<file path="src/rtl/vga_timing_driver.sv">
// Programmable-mode VGA timing generator with a latency-matched pixel request port.
// Optional macro VGA_TEST_PATTERN_EN adds a pattern_sel input and an 8-bar colour test pattern.
module vga_timing_driver #(
    parameter int H_SYNC   = 96,
    parameter int H_BACK   = 48,
    parameter int H_ACTIVE = 640,
    parameter int H_FRONT  = 16,
    parameter int V_SYNC   = 2,
    parameter int V_BACK   = 33,
    parameter int V_ACTIVE = 480,
    parameter int V_FRONT  = 10,
    parameter int H_POL    = 0,
    parameter int V_POL    = 0,
    parameter int R_W      = 5,
    parameter int G_W      = 6,
    parameter int B_W      = 5,
    parameter int REQ_LAT  = 1
) (
    input  logic                          sys_clk,
    input  logic                          rst_n,
    input  logic                          en,
`ifdef VGA_TEST_PATTERN_EN
    input  logic                          pattern_sel,
`endif
    output logic                          data_req,
    input  logic [R_W+G_W+B_W-1:0]        data,
    output logic                          h_sync,
    output logic                          v_sync,
    output logic                          de,
    output logic [R_W-1:0]                red,
    output logic [G_W-1:0]                green,
    output logic [B_W-1:0]                blue,
    output logic                          frame_start,
    output logic [$clog2(H_ACTIVE)-1:0]   pix_x,
    output logic [$clog2(V_ACTIVE)-1:0]   pix_y
);

    localparam int H_TOT   = H_SYNC + H_BACK + H_ACTIVE + H_FRONT;
    localparam int V_TOT   = V_SYNC + V_BACK + V_ACTIVE + V_FRONT;
    localparam int HW      = $clog2(H_TOT);
    localparam int VW      = $clog2(V_TOT);
    localparam int PXW     = $clog2(H_ACTIVE);
    localparam int PYW     = $clog2(V_ACTIVE);
    localparam int PW      = R_W + G_W + B_W;
    localparam int H_ACT_S = H_SYNC + H_BACK;
    localparam int H_ACT_E = H_ACT_S + H_ACTIVE - 1;
    localparam int V_ACT_S = V_SYNC + V_BACK;
    localparam int V_ACT_E = V_ACT_S + V_ACTIVE - 1;

    localparam logic          H_ON    = H_POL[0];
    localparam logic          V_ON    = V_POL[0];
    localparam logic [HW-1:0] H_LAST  = HW'(H_TOT - 1);
    localparam logic [VW-1:0] V_LAST  = VW'(V_TOT - 1);
    localparam logic [HW-1:0] H_ONE   = HW'(1);
    localparam logic [VW-1:0] V_ONE   = VW'(1);
    localparam logic [HW-1:0] H_START = HW'(H_ACT_S);
    localparam logic [VW-1:0] V_START = VW'(V_ACT_S);

    typedef enum logic [0:0] {
        ST_IDLE = 1'b0,
        ST_RUN  = 1'b1
    } state_t;

    state_t          state_q, state_d;
    logic [HW-1:0]   h_cnt_q, h_cnt_d;
    logic [VW-1:0]   v_cnt_q, v_cnt_d;
    logic            h_sync_q, h_sync_d;
    logic            v_sync_q, v_sync_d;
    logic            de_q, de_d;
    logic            data_req_q, data_req_d;
    logic            frame_start_q, frame_start_d;
    logic [R_W-1:0]  red_q, red_d;
    logic [G_W-1:0]  green_q, green_d;
    logic [B_W-1:0]  blue_q, blue_d;
    logic [PXW-1:0]  pix_x_q, pix_x_d;
    logic [PYW-1:0]  pix_y_q, pix_y_d;
    logic            pat_q, pat_d;

    logic [31:0]     h_ext_s;
    logic [31:0]     v_ext_s;
    logic [31:0]     h_la_s;
    logic            h_act_s;
    logic            v_act_s;
    logic            req_win_s;

    // Bar colour as {r,g,b} on/off mask: white, yellow, cyan, green, magenta, red, blue, black.
    function automatic logic [2:0] bar_mask(input logic [2:0] idx);
        logic [2:0] m;
        case (idx)
            3'd0:    m = 3'b111;
            3'd1:    m = 3'b110;
            3'd2:    m = 3'b011;
            3'd3:    m = 3'b010;
            3'd4:    m = 3'b101;
            3'd5:    m = 3'b100;
            3'd6:    m = 3'b001;
            3'd7:    m = 3'b000;
            default: m = 3'b000;
        endcase
        return m;
    endfunction

    // Next-state, counter advance and next output values.
    always_comb begin
        state_d       = state_q;
        h_cnt_d       = h_cnt_q;
        v_cnt_d       = v_cnt_q;
        h_sync_d      = ~H_ON;
        v_sync_d      = ~V_ON;
        de_d          = 1'b0;
        data_req_d    = 1'b0;
        frame_start_d = 1'b0;
        red_d         = {R_W{1'b0}};
        green_d       = {G_W{1'b0}};
        blue_d        = {B_W{1'b0}};
        pix_x_d       = {PXW{1'b0}};
        pix_y_d       = {PYW{1'b0}};
        pat_d         = pat_q;

        h_ext_s   = 32'(h_cnt_q);
        v_ext_s   = 32'(v_cnt_q);
        // Requests look REQ_LAT columns ahead so the returned pixel lands on its de cycle.
        h_la_s    = h_ext_s + 32'(REQ_LAT);
        h_act_s   = (h_ext_s >= 32'(H_ACT_S)) && (h_ext_s <= 32'(H_ACT_E));
        v_act_s   = (v_ext_s >= 32'(V_ACT_S)) && (v_ext_s <= 32'(V_ACT_E));
        req_win_s = (h_la_s >= 32'(H_ACT_S)) && (h_la_s <= 32'(H_ACT_E));

        case (state_q)
            ST_IDLE: begin
                h_cnt_d = {HW{1'b0}};
                v_cnt_d = {VW{1'b0}};
                if (en) begin
                    state_d = ST_RUN;
                end else begin
                    state_d = ST_IDLE;
                end
            end
            ST_RUN: begin
                h_sync_d      = (h_ext_s < 32'(H_SYNC)) ? H_ON : ~H_ON;
                v_sync_d      = (v_ext_s < 32'(V_SYNC)) ? V_ON : ~V_ON;
                de_d          = h_act_s && v_act_s;
                frame_start_d = (h_cnt_q == {HW{1'b0}}) && (v_cnt_q == {VW{1'b0}});
`ifdef VGA_TEST_PATTERN_EN
                if (frame_start_d) begin
                    pat_d = pattern_sel;
                end else begin
                    pat_d = pat_q;
                end
`else
                pat_d = 1'b0;
`endif
                data_req_d = v_act_s && req_win_s && !pat_d;

                if (de_d) begin
                    pix_x_d = PXW'(h_cnt_q - H_START);
                    pix_y_d = PYW'(v_cnt_q - V_START);
                    if (pat_d) begin
                        red_d   = {R_W{bar_mask(pix_x_d[PXW-1 -: 3])[2]}};
                        green_d = {G_W{bar_mask(pix_x_d[PXW-1 -: 3])[1]}};
                        blue_d  = {B_W{bar_mask(pix_x_d[PXW-1 -: 3])[0]}};
                    end else begin
                        red_d   = data[PW-1 -: R_W];
                        green_d = data[B_W +: G_W];
                        blue_d  = data[B_W-1:0];
                    end
                end else begin
                    pix_x_d = {PXW{1'b0}};
                    pix_y_d = {PYW{1'b0}};
                end

                // A stop only takes effect on the wrap back to (0,0).
                if (h_cnt_q == H_LAST) begin
                    h_cnt_d = {HW{1'b0}};
                    if (v_cnt_q == V_LAST) begin
                        v_cnt_d = {VW{1'b0}};
                        if (en) begin
                            state_d = ST_RUN;
                        end else begin
                            state_d = ST_IDLE;
                        end
                    end else begin
                        v_cnt_d = v_cnt_q + V_ONE;
                    end
                end else begin
                    h_cnt_d = h_cnt_q + H_ONE;
                end
            end
            default: begin
                state_d = ST_IDLE;
                h_cnt_d = {HW{1'b0}};
                v_cnt_d = {VW{1'b0}};
            end
        endcase
    end

    // State, counters and all output registers.
    always_ff @(posedge sys_clk or negedge rst_n) begin
        if (!rst_n) begin
            state_q       <= ST_IDLE;
            h_cnt_q       <= {HW{1'b0}};
            v_cnt_q       <= {VW{1'b0}};
            h_sync_q      <= ~H_ON;
            v_sync_q      <= ~V_ON;
            de_q          <= 1'b0;
            data_req_q    <= 1'b0;
            frame_start_q <= 1'b0;
            red_q         <= {R_W{1'b0}};
            green_q       <= {G_W{1'b0}};
            blue_q        <= {B_W{1'b0}};
            pix_x_q       <= {PXW{1'b0}};
            pix_y_q       <= {PYW{1'b0}};
            pat_q         <= 1'b0;
        end else begin
            state_q       <= state_d;
            h_cnt_q       <= h_cnt_d;
            v_cnt_q       <= v_cnt_d;
            h_sync_q      <= h_sync_d;
            v_sync_q      <= v_sync_d;
            de_q          <= de_d;
            data_req_q    <= data_req_d;
            frame_start_q <= frame_start_d;
            red_q         <= red_d;
            green_q       <= green_d;
            blue_q        <= blue_d;
            pix_x_q       <= pix_x_d;
            pix_y_q       <= pix_y_d;
            pat_q         <= pat_d;
        end
    end

    assign h_sync      = h_sync_q;
    assign v_sync      = v_sync_q;
    assign de          = de_q;
    assign data_req    = data_req_q;
    assign frame_start = frame_start_q;
    assign red         = red_q;
    assign green       = green_q;
    assign blue        = blue_q;
    assign pix_x       = pix_x_q;
    assign pix_y       = pix_y_q;

endmodule

</file>
<file path="config.mk">
export PLATFORM = sky130hd
export DESIGN_NAME = vga_timing_driver
export DESIGN_NICKNAME = d
export VERILOG_FILES = /design/src/rtl/vga_timing_driver.sv
export SDC_FILE = /design/constraint.sdc
export NUM_CORES = 1
export LEC_CHECK = 0
export ABC_CLOCK_PERIOD_IN_PS = 3200
export CORE_ASPECT_RATIO = 1.2
export CORE_MARGIN = 2
export CORE_UTILIZATION = 25
export DETAILED_ROUTE_END_ITERATION = 7
export HOLD_SLACK_MARGIN = 0.05
export PLACE_DENSITY = 0.52
export SLEW_MARGIN = 20
export SYNTH_ARGS = -nofsm -noshare
export SYNTH_HDL_FRONTEND = slang
export SYNTH_SLANG_ARGS = --single-unit
</file>
<file path="constraint.sdc">
create_clock -name sys_clk -period 3.2 [get_ports sys_clk]
set_clock_uncertainty 0.15 [all_clocks]
set_input_delay 0.32 -clock sys_clk [delete_from_list [all_inputs] [get_ports sys_clk]]
set_output_delay 0.32 -clock sys_clk [all_outputs]
set_load 0.02 [all_outputs]
</file>
==> key figures <==
Critical path
  – Reg-to-Reg Start: v_cnt_q[0]
  – Largest delay contributor family on the critical path: compound AO/OA/AOI/OAI gates
  – Critical setup path kind: flop to flop
  – CP Launch Type: flop
  – Slowest cell on crit path: o41ai_1
  – Max FO, Critical Path: 19
  – Crit path from: v_cnt_q[0]
  – Crit. End Element: flop
  – Worst path buffer plus inverter count: 1
  – Req. time, crit path: 3.26 ns
  – Crit path arrival time: 2.78 ns
  – Critical Path, Cell by Cell: ha_1, o41ai_1, nand2_1, o311ai_1, a211o_1, clkinv_4, and2_1
  – CP peak stage delay: 0.48 ns

Synth
  – Synth warn: 0
  – Synth area leader: dfrtp_1
  – Register area share after synthesis: 55.2%
  – Number of synthesized flops with an enable pin: 0
  – Post-Synthesis Cells: 259
  – Synthesized area per cell: 10.7 um^2
  – Synth Flop Type: dfrtp_1
  – Async S/R FF share, synth: 100%
  – Post-synthesis instance area: 0.00277 mm^2
  – Syn_nets: 288
  – Yosys cell types: 44
  – Synth top area share: 53.3%
  – Synth area leaders: dfrtp_1 (53%), and2_1 (4.7%), nor2_1 (4.6%)
  – Synth Register Bits: 61

Cells and area
  – Most frequent cells in the layout: dfrtp_1 (59), clkdlybuf4s50_1 (57), nor2_1 (34)
  – Area growth, synth to finish: 35.1%
  – Post-layout util: 34.2%
  – Inserted Diodes: 0
  – Non-filler instance count after layout: 455
  – Most common cell after layout, fill and taps aside: dfrtp_1
  – Share of layout cells above drive strength 1: 7.12%
  – Nets: 347
  – FF/Latch Area: 0.00153 mm^2
  – Area taken by multi-input logic gates: 0.00112 mm^2
  – Filler Cells Inserted: 1124

STA
  – Slew @ Worst Pin: 0.464 ns
  – Fin crit share: 85.0%
  – Slew Limit Fails: 0
  – Total negative slack: 0 ns
  – Slew headroom: 68.7%
  – F_max: 368 MHz
  – Post-layout min period: 2.72 ns
  – RSZ-0062 raised after global routing: no
  – Hold Violations, Final: 0
  – Final setup fails: 0

Global routing
  – Vias in the first global route: 1946
  – Most Crowded Layer GR: met2
  – First-pass GRT wire length: 9.65 mm
  – Antenna violations before repair: 0
  – GR Util met3: 2.82%
  – GR Util met1: 13.2%
  – Total grt overflow: 0
  – Met2 GRT Util: 16.3%
  – Pin count of the biggest net entering global routing: 62
  – Total GRT Usage: 10.5%

Worst hold path
  – Hold Path Class: input port to asynchronous set/reset pin

Placed design
  – GPL Wtd Cong: 0.791
  – Placed instance count: 438
  – DP Wirelength: 4.04 mm
  – Number of port buffers: 58

Power and ir drop
  – Comb power frac: 2.3%
  – Clock power frac: 51.8%
  – Worst IR Drop VDD: 0.198 mV
  – Int Power: 1360 uW
  – Sequential share of power: 45.9%
  – Pwr dens: 450 mW/mm^2
  – Switch share: 19.4%
  – Leakage: 0.00171 uW
  – Sw power: 326 uW

CTS
  – TritonCTS clock tree: built
  – Clk_lat worst skew: 0.32 ns
  – H-tree levels: 3
  – Clk pin slew, worst setup/hold paths: 0.05 ns
  – Post-cts sizing count: 0
  – CTS Root Cell: clkbuf_16
  – Clock Path Buffers: 2
  – CTS Buf Count: 9
  – Clk sink count: 61

Floorplanning
  – Die footprint: 0.0119 mm^2
  – FP Rows: 42
  – Core box area: 0.0109 mm^2
  – Starting density of the core: 25.3%
  – Num ports: 59
  – Die Ht: 119 um
  – Die X: 100 um

Detailed routing
  – DRT Wirelength: 5.77 mm
  – Drt first-iter violations: 105
  – Routed WL per cell: 12.7 um
  – Vias: 1993
  – Routed Antenna Nets: 0
  – First-pass detailed-route iteration total: 6
  – DRC Markers: 0
  – Detail-routed via count per cell: 4.38

Status
  – Status: finished clean

Flow run
  – Count of max-cap constraint violations: 0
## metal layers
layer  share of wire, %  up-vias  routed length (um)
li1                   -      992                   -
met1                 45      950                2620
met2                 48       44                2760
met3                4.7        7                 270
met4                2.0        0                 113
met5                  0        -                   0
## timing repair
item,in CTS,in global routing
hold endpoints to repair,59,0
hold buffers,1,0
setup buffers,0,0
## cell families after synthesis
| kind of cell | count (synthesis) | share of synthesized area, % |
|---|---|---|
| xor+xnor | 17 | 5.38 |
| buf+inv | 22 | 4.34 |
| flops | 61 | 55.2 |
| simple gates | 112 | 21.0 |
| fa+ha+maj | 10 | 4.52 |
| compound gates | 37 | 9.54 |
## flip-flops by register name, indices dropped and copies added, names as in the netlist
register,cells
frame_start,1
v_cnt_q,10
red,5
pix_x,10
h_cnt_q,10
v_sync,1
data_req,1
blue,5
de,1
state_q,1
h_sync,1
green,6
pix_y,9
## layout make-up
cell class / instances / area share [%]
Multi-Input combinational cell: 176 / 29.9
Sequential cell: 61 / 40.9
Timing Repair Buffer: 61 / 16.4
Tap cell: 132 / 4.42
Clock buffer: 14 / 7.06
Inverter: 9 / 1.04
Clock inverter: 2 / 0.268
## path summary, 6_finish.rpt
check                             endpoint  slack [ns]  depth (start not counted)
min in group sys_clk            h_cnt_q[0]        0.39                          1
worst max register to register    green[0]        0.48                          7
worst max-delay path              green[0]        0.48                          7
worst min-delay path            v_cnt_q[7]        0.38                          3
worst min register to register  h_cnt_q[0]        0.39                          1
max in group asynchronous           h_sync        2.20                          3
## Yosys cell counts, drive strengths merged, types with 2 or more instances
cell / instances
xor2: 6
buf: 6
a21o: 4
nand3: 4
nor3b: 2
nand3b: 2
nor2: 34
o31ai: 3
dfstp: 2
ha: 10
clkbuf: 7
o41ai: 2
and3: 6
nor2b: 3
xnor2: 11
o21a: 2
nor4: 2
and2: 21
a211o: 2
or3: 3
nand4: 5
dfrtp: 59
a21oi: 4
inv: 8
nand2: 14
nor3: 6
nand2b: 6
o21ai: 12
or4: 2
## stage by stage
| step | hold WS (ns) | instance area, um^2 | total power [uW] | setup slack [ns] |
|---|---|---|---|---|
| floorplan | -0.126 | 2770 | 786 | 0.767 |
| global placement | 0.203 | 3460 | 826 | 0.500 |
| detailed placement | 0.209 | 3460 | 826 | 0.421 |
| CTS | 0.386 | 3740 | 1710 | 0.419 |
| global route | 0.404 | 3740 | 1760 | 0.231 |
| finish | 0.383 | 3740 | 1680 | 0.480 |
## power groups by stage
stage	clock network, uW	logic (uW)	registers, uW
2_1_floorplan	0	0.328	786
3_3_place_gp	0	40.5	785
3_5_place_dp	0	40.3	785
4_1_cts	898	41.5	773
5_1_grt	941	44.9	772
6_report	871	39.2	773
## worst register-to-register path, stage by stage (launching register included)
cell and delay, ns:
dfrtp_1 0.44, ha_1 0.30, o41ai_1 0.48, nand2_1 0.15, o311ai_1 0.36, a211o_1 0.34, clkinv_4 0.18, and2_1 0.20
(Power assumes the default switching activity.)
